[config.mk]
export PLATFORM = sky130hd
export DESIGN_NAME = md5_fsm
export DESIGN_NICKNAME = d
export VERILOG_FILES = /design/src/rtl/md5_fsm.sv
export SDC_FILE = /design/constraint.sdc
export NUM_CORES = 2
export LEC_CHECK = 0
export BUFFER_PORTS_ARGS = -buffer_cell sky130_fd_sc_hd__buf_2
export CORE_MARGIN = 2
export CORE_UTILIZATION = 25
export CTS_BUF_LIST = sky130_fd_sc_hd__clkbuf_8
export CTS_CLUSTER_DIAMETER = 40
export DETAILED_ROUTE_END_ITERATION = 6
export PLACE_DENSITY = 0.47
export SYNTH_ARGS = -nofsm -noshare
export SYNTH_HDL_FRONTEND = slang
export SYNTH_SLANG_ARGS = --single-unit
[constraint.sdc]
create_clock -name clk -period 9.1 [get_ports clk]
set_clock_uncertainty 0.1 [all_clocks]
set_input_delay 0 -clock clk [delete_from_list [all_inputs] [get_ports clk]]
set_output_delay 0 -clock clk [all_outputs]
set_load 0.05 [all_outputs]
[src/rtl/md5_fsm.sv]
// md5_fsm: iterative MD5 compression engine, one step per accepted word.
// Words arrive already in MD5 schedule order; after step 63 a single FINAL
// cycle folds the working registers into the chaining value and publishes
// the digest. Blocks chain until reset restores the IV.
module md5_fsm (
    input  logic         clk,
    input  logic         rst,
    input  logic         rdy,
    input  logic [0:31]  msg,
    output logic [0:127] hash_o
);

    localparam logic [31:0] IV_A = 32'h67452301;
    localparam logic [31:0] IV_B = 32'hefcdab89;
    localparam logic [31:0] IV_C = 32'h98badcfe;
    localparam logic [31:0] IV_D = 32'h10325476;

    typedef enum logic {
        S_RUN,
        S_FINAL
    } state_t;

    state_t      r_state;
    state_t      w_state_nxt;
    logic        w_step_en;
    logic        w_final;

    logic [5:0]  r_cnt;
    logic [31:0] r_a, r_b, r_c, r_d;
    logic [31:0] r_ha, r_hb, r_hc, r_hd;

    logic [1:0]  w_round;
    logic [31:0] w_m;
    logic [31:0] w_f;
    logic [31:0] w_k;
    logic [4:0]  w_s;
    logic [31:0] w_t;
    logic [31:0] w_rot;
    logic [31:0] w_na, w_nb, w_nc, w_nd;

    // Reverse byte order of a 32-bit lane (stream order <-> little-endian)
    function automatic logic [31:0] bswap(input logic [31:0] w);
        return {w[7:0], w[15:8], w[23:16], w[31:24]};
    endfunction

    // Per-step additive constant K[i] = floor(|sin(i+1)| * 2^32)
    function automatic logic [31:0] k_const(input logic [5:0] i);
        logic [31:0] k;
        k = '0;
        case (i)
            6'd0:  k = 32'hd76aa478;  6'd1:  k = 32'he8c7b756;
            6'd2:  k = 32'h242070db;  6'd3:  k = 32'hc1bdceee;
            6'd4:  k = 32'hf57c0faf;  6'd5:  k = 32'h4787c62a;
            6'd6:  k = 32'ha8304613;  6'd7:  k = 32'hfd469501;
            6'd8:  k = 32'h698098d8;  6'd9:  k = 32'h8b44f7af;
            6'd10: k = 32'hffff5bb1;  6'd11: k = 32'h895cd7be;
            6'd12: k = 32'h6b901122;  6'd13: k = 32'hfd987193;
            6'd14: k = 32'ha679438e;  6'd15: k = 32'h49b40821;
            6'd16: k = 32'hf61e2562;  6'd17: k = 32'hc040b340;
            6'd18: k = 32'h265e5a51;  6'd19: k = 32'he9b6c7aa;
            6'd20: k = 32'hd62f105d;  6'd21: k = 32'h02441453;
            6'd22: k = 32'hd8a1e681;  6'd23: k = 32'he7d3fbc8;
            6'd24: k = 32'h21e1cde6;  6'd25: k = 32'hc33707d6;
            6'd26: k = 32'hf4d50d87;  6'd27: k = 32'h455a14ed;
            6'd28: k = 32'ha9e3e905;  6'd29: k = 32'hfcefa3f8;
            6'd30: k = 32'h676f02d9;  6'd31: k = 32'h8d2a4c8a;
            6'd32: k = 32'hfffa3942;  6'd33: k = 32'h8771f681;
            6'd34: k = 32'h6d9d6122;  6'd35: k = 32'hfde5380c;
            6'd36: k = 32'ha4beea44;  6'd37: k = 32'h4bdecfa9;
            6'd38: k = 32'hf6bb4b60;  6'd39: k = 32'hbebfbc70;
            6'd40: k = 32'h289b7ec6;  6'd41: k = 32'heaa127fa;
            6'd42: k = 32'hd4ef3085;  6'd43: k = 32'h04881d05;
            6'd44: k = 32'hd9d4d039;  6'd45: k = 32'he6db99e5;
            6'd46: k = 32'h1fa27cf8;  6'd47: k = 32'hc4ac5665;
            6'd48: k = 32'hf4292244;  6'd49: k = 32'h432aff97;
            6'd50: k = 32'hab9423a7;  6'd51: k = 32'hfc93a039;
            6'd52: k = 32'h655b59c3;  6'd53: k = 32'h8f0ccc92;
            6'd54: k = 32'hffeff47d;  6'd55: k = 32'h85845dd1;
            6'd56: k = 32'h6fa87e4f;  6'd57: k = 32'hfe2ce6e0;
            6'd58: k = 32'ha3014314;  6'd59: k = 32'h4e0811a1;
            6'd60: k = 32'hf7537e82;  6'd61: k = 32'hbd3af235;
            6'd62: k = 32'h2ad7d2bb;  6'd63: k = 32'heb86d391;
            default: k = '0;
        endcase
        return k;
    endfunction

    // Left-rotate amount: four values per round, repeating every 4 steps
    function automatic logic [4:0] s_const(input logic [1:0] r, input logic [1:0] j);
        logic [4:0] s;
        s = '0;
        case ({r, j})
            4'h0: s = 5'd7;   4'h1: s = 5'd12;  4'h2: s = 5'd17;  4'h3: s = 5'd22;
            4'h4: s = 5'd5;   4'h5: s = 5'd9;   4'h6: s = 5'd14;  4'h7: s = 5'd20;
            4'h8: s = 5'd4;   4'h9: s = 5'd11;  4'ha: s = 5'd16;  4'hb: s = 5'd23;
            4'hc: s = 5'd6;   4'hd: s = 5'd10;  4'he: s = 5'd15;  4'hf: s = 5'd21;
            default: s = '0;
        endcase
        return s;
    endfunction

    // State register
    always_ff @(posedge clk or negedge rst) begin
        if (!rst) r_state <= S_RUN;
        else      r_state <= w_state_nxt;
    end

    // Next-state: RUN until step 63 is consumed, then exactly one FINAL cycle
    always_comb begin
        w_state_nxt = r_state;
        case (r_state)
            S_RUN:   if (rdy && (r_cnt == 6'd63)) w_state_nxt = S_FINAL;
            S_FINAL: w_state_nxt = S_RUN;
            default: w_state_nxt = S_RUN;
        endcase
    end

    // FSM outputs: step enable in RUN, chaining/publish strobe in FINAL
    always_comb begin
        w_step_en = 1'b0;
        w_final   = 1'b0;
        case (r_state)
            S_RUN:   w_step_en = rdy;
            S_FINAL: w_final   = 1'b1;
            default: ;
        endcase
    end

    assign w_round = r_cnt[5:4];
    assign w_m     = bswap(msg);
    assign w_k     = k_const(r_cnt);
    assign w_s     = s_const(w_round, r_cnt[1:0]);

    // Round-dependent nonlinear function
    always_comb begin
        w_f = '0;
        case (w_round)
            2'd0: w_f = (r_b & r_c) | (~r_b & r_d);
            2'd1: w_f = (r_b & r_d) | (r_c & ~r_d);
            2'd2: w_f = r_b ^ r_c ^ r_d;
            2'd3: w_f = r_c ^ (r_b | ~r_d);
            default: w_f = '0;
        endcase
    end

    assign w_t   = r_a + w_f + w_k + w_m;
    assign w_rot = (w_t << w_s) | (w_t >> (6'd32 - {1'b0, w_s}));

    assign w_na = r_ha + r_a;
    assign w_nb = r_hb + r_b;
    assign w_nc = r_hc + r_c;
    assign w_nd = r_hd + r_d;

    // Step counter: advances per consumed word, wraps 63 -> 0
    always_ff @(posedge clk or negedge rst) begin
        if (!rst)           r_cnt <= '0;
        else if (w_step_en) r_cnt <= r_cnt + 6'd1;
    end

    // Working registers: one MD5 step per word, reload from chaining value in FINAL
    always_ff @(posedge clk or negedge rst) begin
        if (!rst) begin
            r_a <= IV_A;
            r_b <= IV_B;
            r_c <= IV_C;
            r_d <= IV_D;
        end else if (w_final) begin
            r_a <= w_na;
            r_b <= w_nb;
            r_c <= w_nc;
            r_d <= w_nd;
        end else if (w_step_en) begin
            r_a <= r_d;
            r_b <= r_b + w_rot;
            r_c <= r_b;
            r_d <= r_c;
        end
    end

    // Chaining value and published digest, both updated only in FINAL
    always_ff @(posedge clk or negedge rst) begin
        if (!rst) begin
            r_ha   <= IV_A;
            r_hb   <= IV_B;
            r_hc   <= IV_C;
            r_hd   <= IV_D;
            hash_o <= '0;
        end else if (w_final) begin
            r_ha   <= w_na;
            r_hb   <= w_nb;
            r_hc   <= w_nc;
            r_hd   <= w_nd;
            hash_o <= {bswap(w_na), bswap(w_nb), bswap(w_nc), bswap(w_nd)};
        end
    end

endmodule

Yosys cells after proc, flatten, opt, wreduce, memory -nomap -nowiden
Memory sizes are Yosys's and may differ from the RTL's.
Cells that the tools add are included.

cells by class
  $add $sub $neg = 10
  eq/ne operators = 4
  shifts and indexed selects = 2
  muxes and demuxes = 13
  bitwise operators = 14
  reduce and logical (&&, ||, !) cells = 3

operators by type and width
  cell                 number
  $add 32x32->32       8
  $mux 32              8
  $and 32x32->32       4
  $or 32x32->32        4
  $pmux 32 s4          1
  $xor 32x32->32       3
  $not 32->32          2
  $shl 32x5->32        1
  $shr 32x6->32        1
  $add 6x1->6 const B  1
  $eq 6x6->1 const B   1
  $sub 6x5->6 const A  1
  $eq 2x2->1 const B   2
  $mux 1               3
  $eq 2x1->1 const B   1
  $logic_not 2->1      1
  $pmux 1 s2           1
  $reduce_bool 2->1    1
  $logic_and 1x1->1    1
  $not 1->1            1

storage, ports and cells
  register bits = 391
  ROM bits = 2,128
  output and inout port bits = 128
  memories = 2

memory list
  memory           depth  bits a word  read ports  clocked after Yosys merged registers in  wr ports  line  source
  (no name shown)  64     32           1           0                                        0         50    case (i)
  (no name shown)  16     5            1           0                                        0         92    case ({r, j})

Longest topological paths before layout
  depth after elaboration = 12
  mapped depth = 42
  depth with buffers taken out = 39

Worst setup path after synthesis
No wires, ideal clock.

  path kind = register -> register
  start point = reg r_cnt[2]
  end point = reg r_b[31]
  setup time = 0.093 ns
  arrival time = 8.409 ns
  required time = 8.907 ns
  setup slack = 0.498 ns
  cell stages (with the launch flop) = 40
  buffers on the path = 2
  period minus slack after synthesis = 8.602 ns
  cell sequence = dfrtp_1 clkbuf_1 inv_2 buf_1 ha_1 a21oi_1 o21ai_0 nand2_1 o21ai_0 nor3_1 fa_1 inv_1 ha_1 inv_1 fa_1 nand2b_1 a21o_1 a21oi_4 [... 4 more ...] o21a_1 a22o_1 o21ai_2 mux2i_1 a221o_1 ha_1 and3_1 nand2_1 nor4_1 or4b_1 nand4_1 o41ai_1 o211ai_1 nand2_1 and3b_1 o32a_1 nor3_1 o211ai_1

between the ends
  word-level cells in the longest chain between the ends = 8
  elaborated cells between the ends (all ways) = 9

ends and longest elaborated chain
  what                                            line  source
  start, declared                                 28    logic [5:0] r_cnt;
  start signal, assigned                          157   else if (w_step_en) r_cnt <= r_cnt + 6'd1;
  $mem_v2 64x32 *                                 -
  $add 32x32->32 * (2 in a row)                   146   assign w_t = r_a + w_f + w_k + w_m;
  $shr 32x6->32 or $shl 32x5->32 (tied branches)  147   assign w_rot = (w_t << w_s) | (w_t >> (6'd32 - {1'b0, w_s}));
  $or 32x32->32 *                                 147
  $add 32x32->32 *                                174   r_b <= r_b + w_rot;
  $mux 32 *                                       172   end else if (w_step_en) begin
  $mux 32 *                                       167   end else if (w_final) begin
  end signal, assigned                            169   r_b <= w_nb;
  end signal, assigned                            174
  end, declared                                   29    logic [31:0] r_a, r_b, r_c, r_d;

Every way passes the cells marked *; elsewhere a longest branch is shown, timed or not. The select of a mux whose other input is x is not followed.
A chain may end at the register's enable or synchronous reset.

Worst setup path after layout
  start point = reg r_cnt[4]
  end point = reg r_b[31]

between the ends
  word-level cells in the longest chain between the ends = 10
  elaborated cells between the ends (all ways) = 17

ends and longest elaborated chain
  what                                            line  source
  $eq 2x2->1 (tied with other cells)              137   case (w_round)
  $pmux 32 s4                                     137
  $add 32x32->32 (3 in a row)                     146
  $shr 32x6->32 or $shl 32x5->32 (tied branches)  147
  $or 32x32->32 *                                 147
  $add 32x32->32 *                                174
  $mux 32 *                                       172
  $mux 32 *                                       167

Marks and branches as above.

==> impl_metrics.yaml <==
route:
  vias: 31500
  drt-initial-drc-count: 2772
  wl_per_cell_um: 23.2
  avgViaCountPerCell: 5.22
  wirelength_um: 140000
  drcViolationCount: 0
  dr.pass1.iters: 5
  ant_nets: 0
final_layout:
  drive_above_1_share: 0.198
  fill_cells: 13700
  nets: 4621
  fin_area_mm2: 0.0385
  fin_cells: 6023
  syn_to_final_growth_pct: 19.5
clocking:
  cts_inserted_buffers: 75
  htree_levels: 3
  clockRootBuffer: "clkbuf_8"
  cts_buffer_depth: 3
  cts_tree: "yes"
  clk_latency_ns: 0.82
  clk_pin_slew_ns: 0.06
  numClockSinks: 327
global_routing:
  grt_max_degree: 151
  grt_pass1_wl_um: 205000
  grt_overflow: 0
  antenna_found_initial: 3
  track_usage: 0.208
  grt_pass1_vias: 30500
critical_path:
  crit_path_start_kind: "flop"
  crit_path_end_kind: "flop"
  critPathRequiredTime_ns: 9.67
  critPathMaxStageDelay_ns: 0.55
  critPathSlowestCell: "fa_1"
  critical_path_buf_inv_count: 6
  path_class: "reg2reg"
  critPathTopFamily: "compound AO/OA/AOI/OAI gates"
  arrival_ns: 9.26
  path_max_fanout: 21
  r2r_cells: 34
  crit_top_cell: "buf_4"
  worst-path-stages: 34
sta:
  setup_viol: 0
  drv_slew: 0
  fin_crit_sh: 0.955
  min_period_ns: 8.69
  fmax_ghz: 0.115
  slew_headroom: 0.185
  hold_violations: 0
  holdWs_ns: 0.307
  tightest_slew_ns: 1.21
floorplanning:
  core-area_mm2: 0.128
  die_h_um: 363
  boundaryPins: 163
  start_util: 0.252
  num_rows: 131
  dieArea_mm2: 0.132
  die_w_um: 363
placement:
  postPlaceCellArea_mm2: 0.0363
  gp_congestion: 1.01
  place_inst: 5875
  port_buffers: 162
  dp_hpwl_um: 110000
status:
  run_status: "completed"
synthesis:
  ys_seq_area_frac: 0.259
  synthCells: 3996
  ys_warn_count: 0
  synth_seq_cells: 327
  async_reset_ff_frac: 1.00
  ys.flop_type: "dfrtp_1"
  synth_area_mm2: 0.0322
  synth_nets: 4322
  synth_edf_count: 0
  syn_area_per_cell_um2: 8.05
  synth_cell_types: 108
job:
  max_cap_viol_count: 0
worst_hold_path:
  hold_class: "in2reg"
  hold_path_depth: 4
## cell usage after synthesis, types with 25 or more instances
cell type	count	area share
o21ai_0	437	0.068
inv_1	348	0.041
nand2_1	335	0.039
nor2_1	310	0.036
a21oi_1	279	0.043
ha_1	221	0.086
dfrtp_1	199	0.15
mux2i_1	171	0.053
xnor2_1	136	0.037
clkbuf_1	134	0.016
dfstp_2	128	0.10
nor3_1	106	0.016
a21o_1	83	0.019
a211oi_1	73	0.017
fa_1	70	0.044
xor2_1	68	0.019
buf_4	66	0.015
nand3_1	65	0.010
nor2b_1	59	0.011
o21a_1	48	0.011
o22ai_1	43	0.0084
o211ai_1	41	0.0096
a31oi_1	39	0.0076
nand2b_1	34	0.0066
buf_1	33	0.0039
o31a_1	33	0.0090
or3_1	30	0.0058
o21bai_1	25	0.0058
## layout make-up
cell class	count	area, µm²	share of cell area
tap	1662	2080	0.0541
clock buffer	87	1200	0.0311
antenna	3	7.51	0.000195
timing repair buffer	475	3310	0.0861
multi-input combinational	3059	21600	0.562
inverter	357	1340	0.0349
clock inverter	53	568	0.0148
sequential	327	8360	0.217
## routing by layer
metal  up-vias  wire length [µm]  global-route usage
met4         0              5160              0.0762
met5         -                 0                   0
li1      14800                 -                   -
met1     15400             64700               0.292
met3       206              8450              0.0254
met2      1057             61500               0.325
## state kept, by name, summed over array words and instances, names as in the netlist
register	count
r_c	32
r_ha	13
r_hb	20
r_cnt	6
r_a	32
r_state	1
r_hc	20
r_hd	12
r_b	32
hash_o	127
r_d	32
## what timing repair did
action / CTS / global route
setup endpoints to repair: 0 / 17
gates resized for setup: 0 / 68
buffers inserted: 0 / 1
endpoints found under the hold margin: 203 / 0
hold buffers: 4 / 0
## cell usage in the layout, fill, tap and decap left out, types with 65 or more instances in the layout
cell type | synthesis | routed
inv_1 | 348 | 368
nand3_1 | 65 | 65
a211oi_1 | 73 | 67
o21ai_0 | 437 | 429
fa_1 | 70 | 69
nand2_1 | 335 | 334
a21o_1 | 83 | 83
buf_2 | 19 | 160
mux2i_1 | 171 | 170
dfstp_2 | 128 | 128
a21oi_1 | 279 | 275
nor3_1 | 106 | 100
buf_4 | 66 | 299
ha_1 | 221 | 218
dfrtp_1 | 199 | 194
xnor2_1 | 136 | 135
xor2_1 | 68 | 66
nor2_1 | 310 | 306
clkbuf_8 | 0 | 87
## tightest hold or removal path: cells and delay by family
| kind | cells | cell delay, ns |
|---|---|---|
| compound gates | 1 | 0.08 |
| buf+inv | 2 | 0.85 |
| mux | 1 | 0.23 |
## path summary, 6_finish.rpt
kind                                      start                    to  slack, ns
max                        r_cnt[4]$_DFFE_PN0P_   r_b[31]$_DFFE_PN1P_       0.41
min                                         rdy    r_c[2]$_DFFE_PN1P_       0.31
max reg2reg                r_cnt[4]$_DFFE_PN0P_   r_b[31]$_DFFE_PN1P_       0.41
min reg2reg                r_ha[25]$_DFFE_PN1P_  r_ha[25]$_DFFE_PN1P_       0.37
max in group asynchronous                   rst     r_state$_DFF_PN0_       6.75
min in group asynchronous                   rst  r_hb[16]$_DFFE_PN1P_       0.37
## cells by family (layout without fill, tap and decap cells)
logic type | after synthesis | count (layout) | synth area share
buf+inv | 610 | 972 | 0.0799
flops | 327 | 327 | 0.259
compound gates | 1322 | 1322 | 0.260
xor+xnor | 208 | 208 | 0.0579
mux | 197 | 197 | 0.0652
other cells | 0 | 3 | 0
simple gates | 1041 | 1041 | 0.148
fa+ha+maj | 291 | 291 | 0.130
## through the flow
stage	setup TNS [ns]	setup slack, ns	util
after floorplan	0	0.498	-
after global placement	0	0.177	0.284
after detailed placement	0	0.114	0.284
after CTS	0	0.00285	0.298
after global routing	-0.125	-0.0601	0.301
final	0	0.409	0.301
Power is left out: the tool's default activity adds up to more than one toggle a clock period on the data nets, which glitch-free logic cannot reach.
